### config.mk
export PLATFORM = sky130hd
export DESIGN_NAME = fifo_wr_arbiter
export DESIGN_NICKNAME = d
export VERILOG_FILES = /design/src/rtl/fifo_wr_arbiter.sv
export SDC_FILE = /design/constraint.sdc
export NUM_CORES = 1
export LEC_CHECK = 0
export CAP_MARGIN = 25
export CELL_PAD_IN_SITES_DETAIL_PLACEMENT = 0
export CELL_PAD_IN_SITES_GLOBAL_PLACEMENT = 2
export CORE_MARGIN = 5
export CORE_UTILIZATION = 22
export CTS_CLUSTER_SIZE = 20
export DETAILED_ROUTE_END_ITERATION = 10
export PLACE_DENSITY_LB_ADDON = 0.1
export SLEW_MARGIN = 20
export SYNTH_ARGS = -nofsm -noshare
export SYNTH_HDL_FRONTEND = slang
export SYNTH_SLANG_ARGS = --single-unit
### constraint.sdc
create_clock -name wclk -period 2.8 [get_ports wclk]
set_input_delay 0.56 -clock wclk [delete_from_list [all_inputs] [get_ports wclk]]
set_output_delay 0.56 -clock wclk [all_outputs]
set_load 0.01 [all_outputs]
### src/rtl/fifo_wr_arbiter.sv
// Round-robin write-port arbiter: grants one producer at a time for bursts of up to
// MAX_BURST beats into the async FIFO, stalling on fifo_full without losing data.
module fifo_wr_arbiter #(
  parameter int DATA_WIDTH = 8,
  parameter int NUM_REQ    = 4,
  parameter int MAX_BURST  = 4,
  localparam int GW        = $clog2(NUM_REQ)
) (
  input  logic                          wclk,
  input  logic                          wrst_n,
  input  logic [NUM_REQ-1:0]            req_valid,
  input  logic [NUM_REQ*DATA_WIDTH-1:0] req_data,
  output logic [NUM_REQ-1:0]            req_ready,
  input  logic                          fifo_full,
  output logic                          fifo_w_en,
  output logic [DATA_WIDTH-1:0]         fifo_wdata,
  output logic [GW-1:0]                 grant_id,
  output logic                          busy
);

  typedef enum logic {IDLE, GRANT} state_t;

  state_t          state_reg, state_next;
  logic [GW-1:0]   grant_reg, grant_next;
  logic [GW-1:0]   rr_ptr_reg, rr_ptr_next;
  logic [7:0]      beat_cnt_reg, beat_cnt_next;

  logic [GW-1:0]   grant_inc;
  logic [GW-1:0]   search_start;
  logic [GW:0]     pick;
  logic            active;
  logic            owner_valid;
  logic            beat;
  logic            release_now;
  logic [DATA_WIDTH-1:0] data_slice [NUM_REQ];

  // Returns {found, index} of the first valid requester at or after start, wrapping.
  function automatic logic [GW:0] rr_pick(input logic [NUM_REQ-1:0] v,
                                          input logic [GW-1:0]      start);
    logic [GW:0] res;
    logic [GW:0] idx;
    res = '0;
    for (int k = NUM_REQ - 1; k >= 0; k--) begin
      idx = {1'b0, start} + (GW+1)'(k);
      if (idx >= (GW+1)'(NUM_REQ)) idx = idx - (GW+1)'(NUM_REQ);
      if (v[idx[GW-1:0]]) res = {1'b1, idx[GW-1:0]};
    end
    return res;
  endfunction

  assign grant_inc    = (grant_reg == GW'(NUM_REQ - 1)) ? '0 : grant_reg + GW'(1);
  assign search_start = (state_reg == GRANT) ? grant_inc : rr_ptr_reg;
  assign pick         = rr_pick(req_valid, search_start);

  // Reset gates the handshake combinationally so no beat moves in a reset cycle.
  assign active      = (state_reg == GRANT) && wrst_n;
  assign owner_valid = req_valid[grant_reg];
  assign beat        = active && owner_valid && !fifo_full;
  assign release_now = (beat && (beat_cnt_reg == 8'(MAX_BURST - 1))) || !owner_valid;

  generate
    for (genvar gi = 0; gi < NUM_REQ; gi++) begin : g_port
      assign data_slice[gi] = req_data[gi*DATA_WIDTH +: DATA_WIDTH];
      assign req_ready[gi]  = active && !fifo_full && (grant_reg == GW'(gi));
    end
  endgenerate

  assign fifo_wdata = data_slice[grant_reg];
  assign fifo_w_en  = beat;
  assign grant_id   = grant_reg;
  assign busy       = (state_reg == GRANT);

  always_comb begin
    state_next    = state_reg;
    grant_next    = grant_reg;
    rr_ptr_next   = rr_ptr_reg;
    beat_cnt_next = beat_cnt_reg;
    case (state_reg)
      IDLE: begin
        if (pick[GW]) begin
          state_next = GRANT;
          grant_next = pick[GW-1:0];
        end
      end
      GRANT: begin
        if (release_now) begin
          rr_ptr_next   = grant_inc;
          beat_cnt_next = '0;
          if (pick[GW]) grant_next = pick[GW-1:0];
          else          state_next = IDLE;
        end else if (beat) begin
          beat_cnt_next = beat_cnt_reg + 8'd1;
        end
      end
      default: state_next = IDLE;
    endcase
  end

  always_ff @(posedge wclk) begin
    if (!wrst_n) begin
      state_reg    <= IDLE;
      grant_reg    <= '0;
      rr_ptr_reg   <= '0;
      beat_cnt_reg <= '0;
    end else begin
      state_reg    <= state_next;
      grant_reg    <= grant_next;
      rr_ptr_reg   <= rr_ptr_next;
      beat_cnt_reg <= beat_cnt_next;
    end
  end

endmodule
---- Word-level counts from Yosys, hierarchy flattened ----
Cells that the tools add are included.
Widths: inputs -> output; s select.
cells by class
  muxes and demuxes ....................... 31
  eq/ne operators ......................... 5
  $add $sub $neg .......................... 9
  reduce and logical (&&, ||, !) cells .... 16
  order comparisons ....................... 10
  bitwise operators ....................... 2
operators by type and width
  operator             count
  $mux 8               4
  $bmux 8 s2           1
  $mux 2               8
  $lt 2x3->1 const B   5
  $ge 3x3->1 const B   4
  $mux 3               4
  $bmux 1 s2           5
  $logic_and 1x1->1    9
  $add 8x1->8 const B  1
  $eq 8x2->1 const B   1
  $sub 2x1->2 const B  4
  $mux 1               7
  $add 2x2->3 const B  2
  $eq 2x2->1 const B   2
  $pmux 2 s2           1
  $reduce_and 2->1     2
  $add 2x1->3 const B  1
  $ge 2x3->1 const B   1
  $not 2->3            1
  $add 2x1->2 const B  1
  $eq 2x1->1 const B   1
  $logic_not 1->1      2
  $logic_not 2->1      1
  $ne 2x1->1 const B   1
  4 further kinds      4
storage, ports and cells
  bits in registers ....................... 13
  bits of input ports ..................... 39
  word-level logic and storage cells ...... 77
  output and inout bits ................... 16

---- Logic depth before layout (Yosys ltp) ----
  depth in word-level cells ............... 15
  depth in mapped cells ................... 7
  depth with buffers taken out ............ 6

---- Least setup slack after synthesis ----
No wires, ideal clock.
  path type ............................... register to register
  from .................................... register grant_reg[1] (netlist: grant_id[1])
  to ...................................... register grant_reg[1] (netlist: grant_id[1])
  data arrival time ....................... 1.954 ns
  setup time .............................. 0.092 ns
  buffers on the path ..................... 1
  setup slack ............................. 0.754 ns
  period minus slack after synthesis ...... 2.046 ns
  required time ........................... 2.708 ns
  cell stages (with the launch flop) ...... 8
  path through ............................ dfxtp_1 > clkbuf_1 > inv_1 > ha_1 > mux2i_1 > a211oi_1 > o21a_1 > o32ai_1
between the ends
  cells in the longest elaborated chain, start to end .. 15
  elaborated cells on any way between the ends .. 42
  those cells by class .................... add/sub: 8; order compare: 4; eq/ne: 2; mux: 23; reduce/logical: 5
RTL lines
  item                                              line    text
  start, declared                                   24      logic [GW-1:0] grant_reg, grant_next;
  start signal, assigned                            107     grant_reg <= grant_next;
  $add 2x1->2 / $eq 2x2->1 (equally long branches)  51      assign grant_inc = (grant_reg == GW'(NUM_REQ - 1)) ? '0 : grant_reg + GW'(1);
  $mux 2 (*)                                        51
  named net grant_inc[1]                            28      logic [GW-1:0] grant_inc;
  $mux 2 (*)                                        52      assign search_start = (state_reg == GRANT) ? grant_inc : rr_ptr_reg;
  $add 2x2->3                                       44      idx = {1'b0, start} + (GW+1)'(k);
  $ge 3x3->1 / $sub 2x1->2 (equally long branches)  45      if (idx >= (GW+1)'(NUM_REQ)) idx = idx - (GW+1)'(NUM_REQ);
  $mux 2                                            45
  $bmux 1 s2                                        46      if (v[idx[GW-1:0]]) res = {1'b1, idx[GW-1:0]};
  $mux 1 (not written as such)                      46
  $mux 3 (3 in series)                              46
  $mux 3 (*)                                        46
  $mux 2 (*)                                        80, 89
  $mux 2                                            86      if (release_now) begin
  $pmux 2 s2 (*)                                    78      case (state_reg)
The timed path passes the listed nets; every way through them passes the cells marked *. The select of a mux whose other input is x is not followed.
A chain may end at the register's enable or synchronous reset.

---- Worst setup path in the final report ----
  from .................................... input req_valid[3]
  to ...................................... output fifo_w_en
between the ends
  cells in the longest elaborated chain, start to end .. 4
RTL lines
  item                             line  text
  start, declared                  11    input logic [NUM_REQ-1:0] req_valid,
  $bmux 1 s2                       57    assign owner_valid = req_valid[grant_reg];
  $mux 1 (not written as such)     57
  $logic_and 1x1->1 (2 in series)  58    assign beat = active && owner_valid && !fifo_full;
  end, declared                    15    output logic fifo_w_en,
Every way passes these cells. The select of a mux whose other input is x is not followed.

==> reports/summary.json <==
{
  "finalNetCount": 219,
  "pin_count_of_the_biggest_net_entering_global_routing": 17,
  "routed_via_density": 4.93,
  "timing.critical_path.mode_cell": "clkdlybuf4s50_1",
  "cell_type_group_with_the_largest_total_delay_on_the_critical_path": "buffers and inverters",
  "io_pins": 55,
  "worst_clock_skew_ns": 0.00204,
  "numCtsBuffers": 3,
  "die_area_mm2": 0.00626,
  "detail-route-antenna-nets": 0,
  "power_switching_mw": 0.191,
  "core_area_mm2": 0.00469,
  "insertion_delay_ns": 0.24,
  "dpl.hpwl_um": 3090,
  "maxCapViolCount": 0,
  "crit_path_max_fanout": 2,
  "remaining_drc_errors": 0,
  "yosys.area.top_type_share_pct": 24.8,
  "ys_types": 40,
  "worstPathRequired_ns": 2.24,
  "die_width_um": 79.1,
  "via_count": 1125,
  "syn-instance-count": 109,
  "max_slew.worst_pin.slew_ns": 0.591,
  "dieHeight_um": 79.1,
  "routed_wl_um": 3790,
  "start_util_pct": 22.4,
  "synth.cells.most_frequent": "13 x dfxtp_1, 9 x mux4_2, 8 x nor2_1",
  "clkSinkCount": 13,
  "grt_setup_unrepaired": "no",
  "grt_overflow": 0,
  "finalSetupViolCount": 0,
  "ys.warnings.count": 0,
  "grt_usage_pct": 12.5,
  "setup_tns_ns": 0,
  "worst_path_arrival_time_ns": 2.15,
  "ctsRootBufferMaster": "clkbuf_8",
  "report.final.hold_viol_count": 0,
  "portion_of_the_post_synthesis_area_used_by_sequential_elements_pct": 24.8,
  "initialDrtViolationCount": 24,
  "fin_total_pwr_mw": 0.658,
  "netlist_area_mm2": 0.00105,
  "drive_gt1_share_pct": 16.1,
  "hold_path.class": "register to register",
  "htree_levels": 1,
  "detail_route.wl_per_cell_um": 16.6,
  "p_per_area_mw_per_mm2": 373,
  "clock_tree.buffer_depth": 2,
  "ys_dominant_reg_cell": "dfxtp_1",
  "worst_hold_slack_ns": 0.479,
  "number_of_enable_flip_flop_cells_after_synthesis": 0,
  "p_seq_share_pct": 32.2,
  "cp.buffers_inverters": 2,
  "switching_share_pct": 29.1,
  "gp_congestion": 0.755,
  "synthMostInstantiatedCell": "dfxtp_1",
  "critPathCaptureType": "primary output",
  "asyncSetResetFlopFracSynth_pct": 0,
  "numPortBuffers": 54,
  "worstSetupPathType": "input pin to primary output",
  "vdd_ir_drop_max_mv": 0.195,
  "initial_antenna_violation_count": 0,
  "post-synth-top-area-cell": "dfxtp_1",
  "antenna_cells_inserted": 0,
  "cp_slowest_stage_delay_ns": 0.51,
  "timing.critical_path.slowest_stage_cell": "mux4_2",
  "finalCoreUtilization_pct": 37.7,
  "worstPathCellList": "clkdlybuf4s50_1 -> mux4_2 -> and2_1 -> clkdlybuf4s50_1",
  "placed_cell_count": 224,
  "clock_slew_at_the_register_clock_pins_of_the_worst_setup_and_hold_paths_ns": 0.06,
  "finalNonFillerCells": 228,
  "clock.fmax_ghz": 0.369,
  "drt_pre_antenna_iters": 4,
  "placement_rows": 25,
  "final-max-slew-violation-count": 0,
  "netlist_top_cells_area": "dfxtp_1 25%, mux4_2 19%, ha_1 6.0%",
  "tritoncts_clock_tree": "yes",
  "power.static_leakage_nw": 0.625,
  "outcome": "complete, no violations",
  "grt_pass1_wl_um": 6130,
  "syn_avg_cell_area_um2": 9.64,
  "clockPowerShare_pct": 25.4,
  "synth-seq-cells": 13,
  "largest_register_ffs": 8,
  "first_global_vias": 1146,
  "finalWorstPathRequiredPeriod_ns": 2.71,
  "area_growth_syn_to_layout_pct": 68.1,
  "p_comb_share_pct": 42.5,
  "power_report.internal_total_mw": 0.467,
  "relSlewSlack_pct": 60.2,
  "crit_path_start_kind": "input pin",
  "layout_worst_path_cycle_share_pct": 96.8,
  "syn_nets": 153
}
[worst register-to-register path: cells and delay by family, from the launching register on]
kind	cells	cell delay, ns
flip-flops	1	0.61
AO/OA/AOI/OAI	3	0.57
multiplexers	1	0.39
adder cells (fa/ha/maj)	1	0.34
buffers and inverters	1	0.12
[final cells by class]
cell class	count	area [µm²]
Inverter	5	18.8
Timing Repair Buffer	64	616
Sequential cell	13	262
Clock buffer	4	45.0
Tap cell	54	67.6
Fill cell	476	2930
Multi-Input combinational cell	88	758
[placed cells by master (no fill, tap or decap), types with 2 or more instances in the layout]
master | synthesis | routed
ha_1 | 5 | 5
nand2b_1 | 3 | 3
xnor2_1 | 5 | 5
or3_1 | 3 | 3
clkdlybuf4s50_1 | 0 | 54
nor2_1 | 8 | 8
nand2_1 | 5 | 5
mux4_2 | 9 | 9
o21a_1 | 2 | 2
inv_1 | 5 | 5
dfxtp_1 | 13 | 12
clkbuf_8 | 0 | 3
a21oi_1 | 6 | 6
nand4b_1 | 2 | 2
a211oi_1 | 3 | 3
nand4_1 | 2 | 2
and2_1 | 6 | 6
buf_4 | 0 | 10
nand3_1 | 4 | 4
o21ai_0 | 4 | 4
[through the flow]
step | area [µm²] | setup WS (ns)
2_1_floorplan | 1050 | 0.754
3_3_place_gp | 1720 | 0.0928
3_5_place_dp | 1720 | 0.0804
4_1_cts | 1770 | 0.0694
5_1_grt | 1770 | 0.0442
6_report | 1770 | 0.0905
[routing by layer]
layer  vias up  global-route usage [%]  share of wire (%)
met5         -                       0                  0
met4         0                    3.61               0.82
met3         4                    3.06                7.8
met2        51                    19.7                 43
met1       521                    16.9                 49
li1        549                       -                  -
[power by group through the flow]
stage	Clock [mW]	Sequential, mW	Combinational [mW]
2_1_floorplan	0	0.207	0.137
3_3_place_gp	0	0.216	0.277
3_5_place_dp	0	0.217	0.281
4_1_cts	0.175	0.213	0.282
5_1_grt	0.189	0.215	0.300
6_report	0.167	0.212	0.280
[timing repair]
item / in CTS / in global routing
endpoints found under the setup margin: 5 / 0
buffers inserted: 0 / 0
hold buffers: 0 / 0
resized for setup: 1 / 0
[kinds of logic (layout without fill, tap and decap cells)]
kind of cell	after synthesis	after routing	synth area share (%)
compound gates	27	27	19.9
xor+xnor	5	5	4.17
fa+ha+maj	5	5	5.95
buf+inv	8	73	3.10
flops	13	13	24.8
mux	10	10	20.2
simple gates	41	41	21.9
[final timing paths]
path / startpoint / end / slack, ns / cells after the start
worst max-delay path: req_valid[3] / fifo_w_en / 0.09 / 4
worst max register to register: grant_id[0] / grant_id[1] / 0.68 / 6
worst min register to register: rr_ptr_reg[1] / rr_ptr_reg[1] / 0.48 / 2
worst min-delay path: rr_ptr_reg[1] / rr_ptr_reg[1] / 0.48 / 2
(Power assumes the default switching activity.)
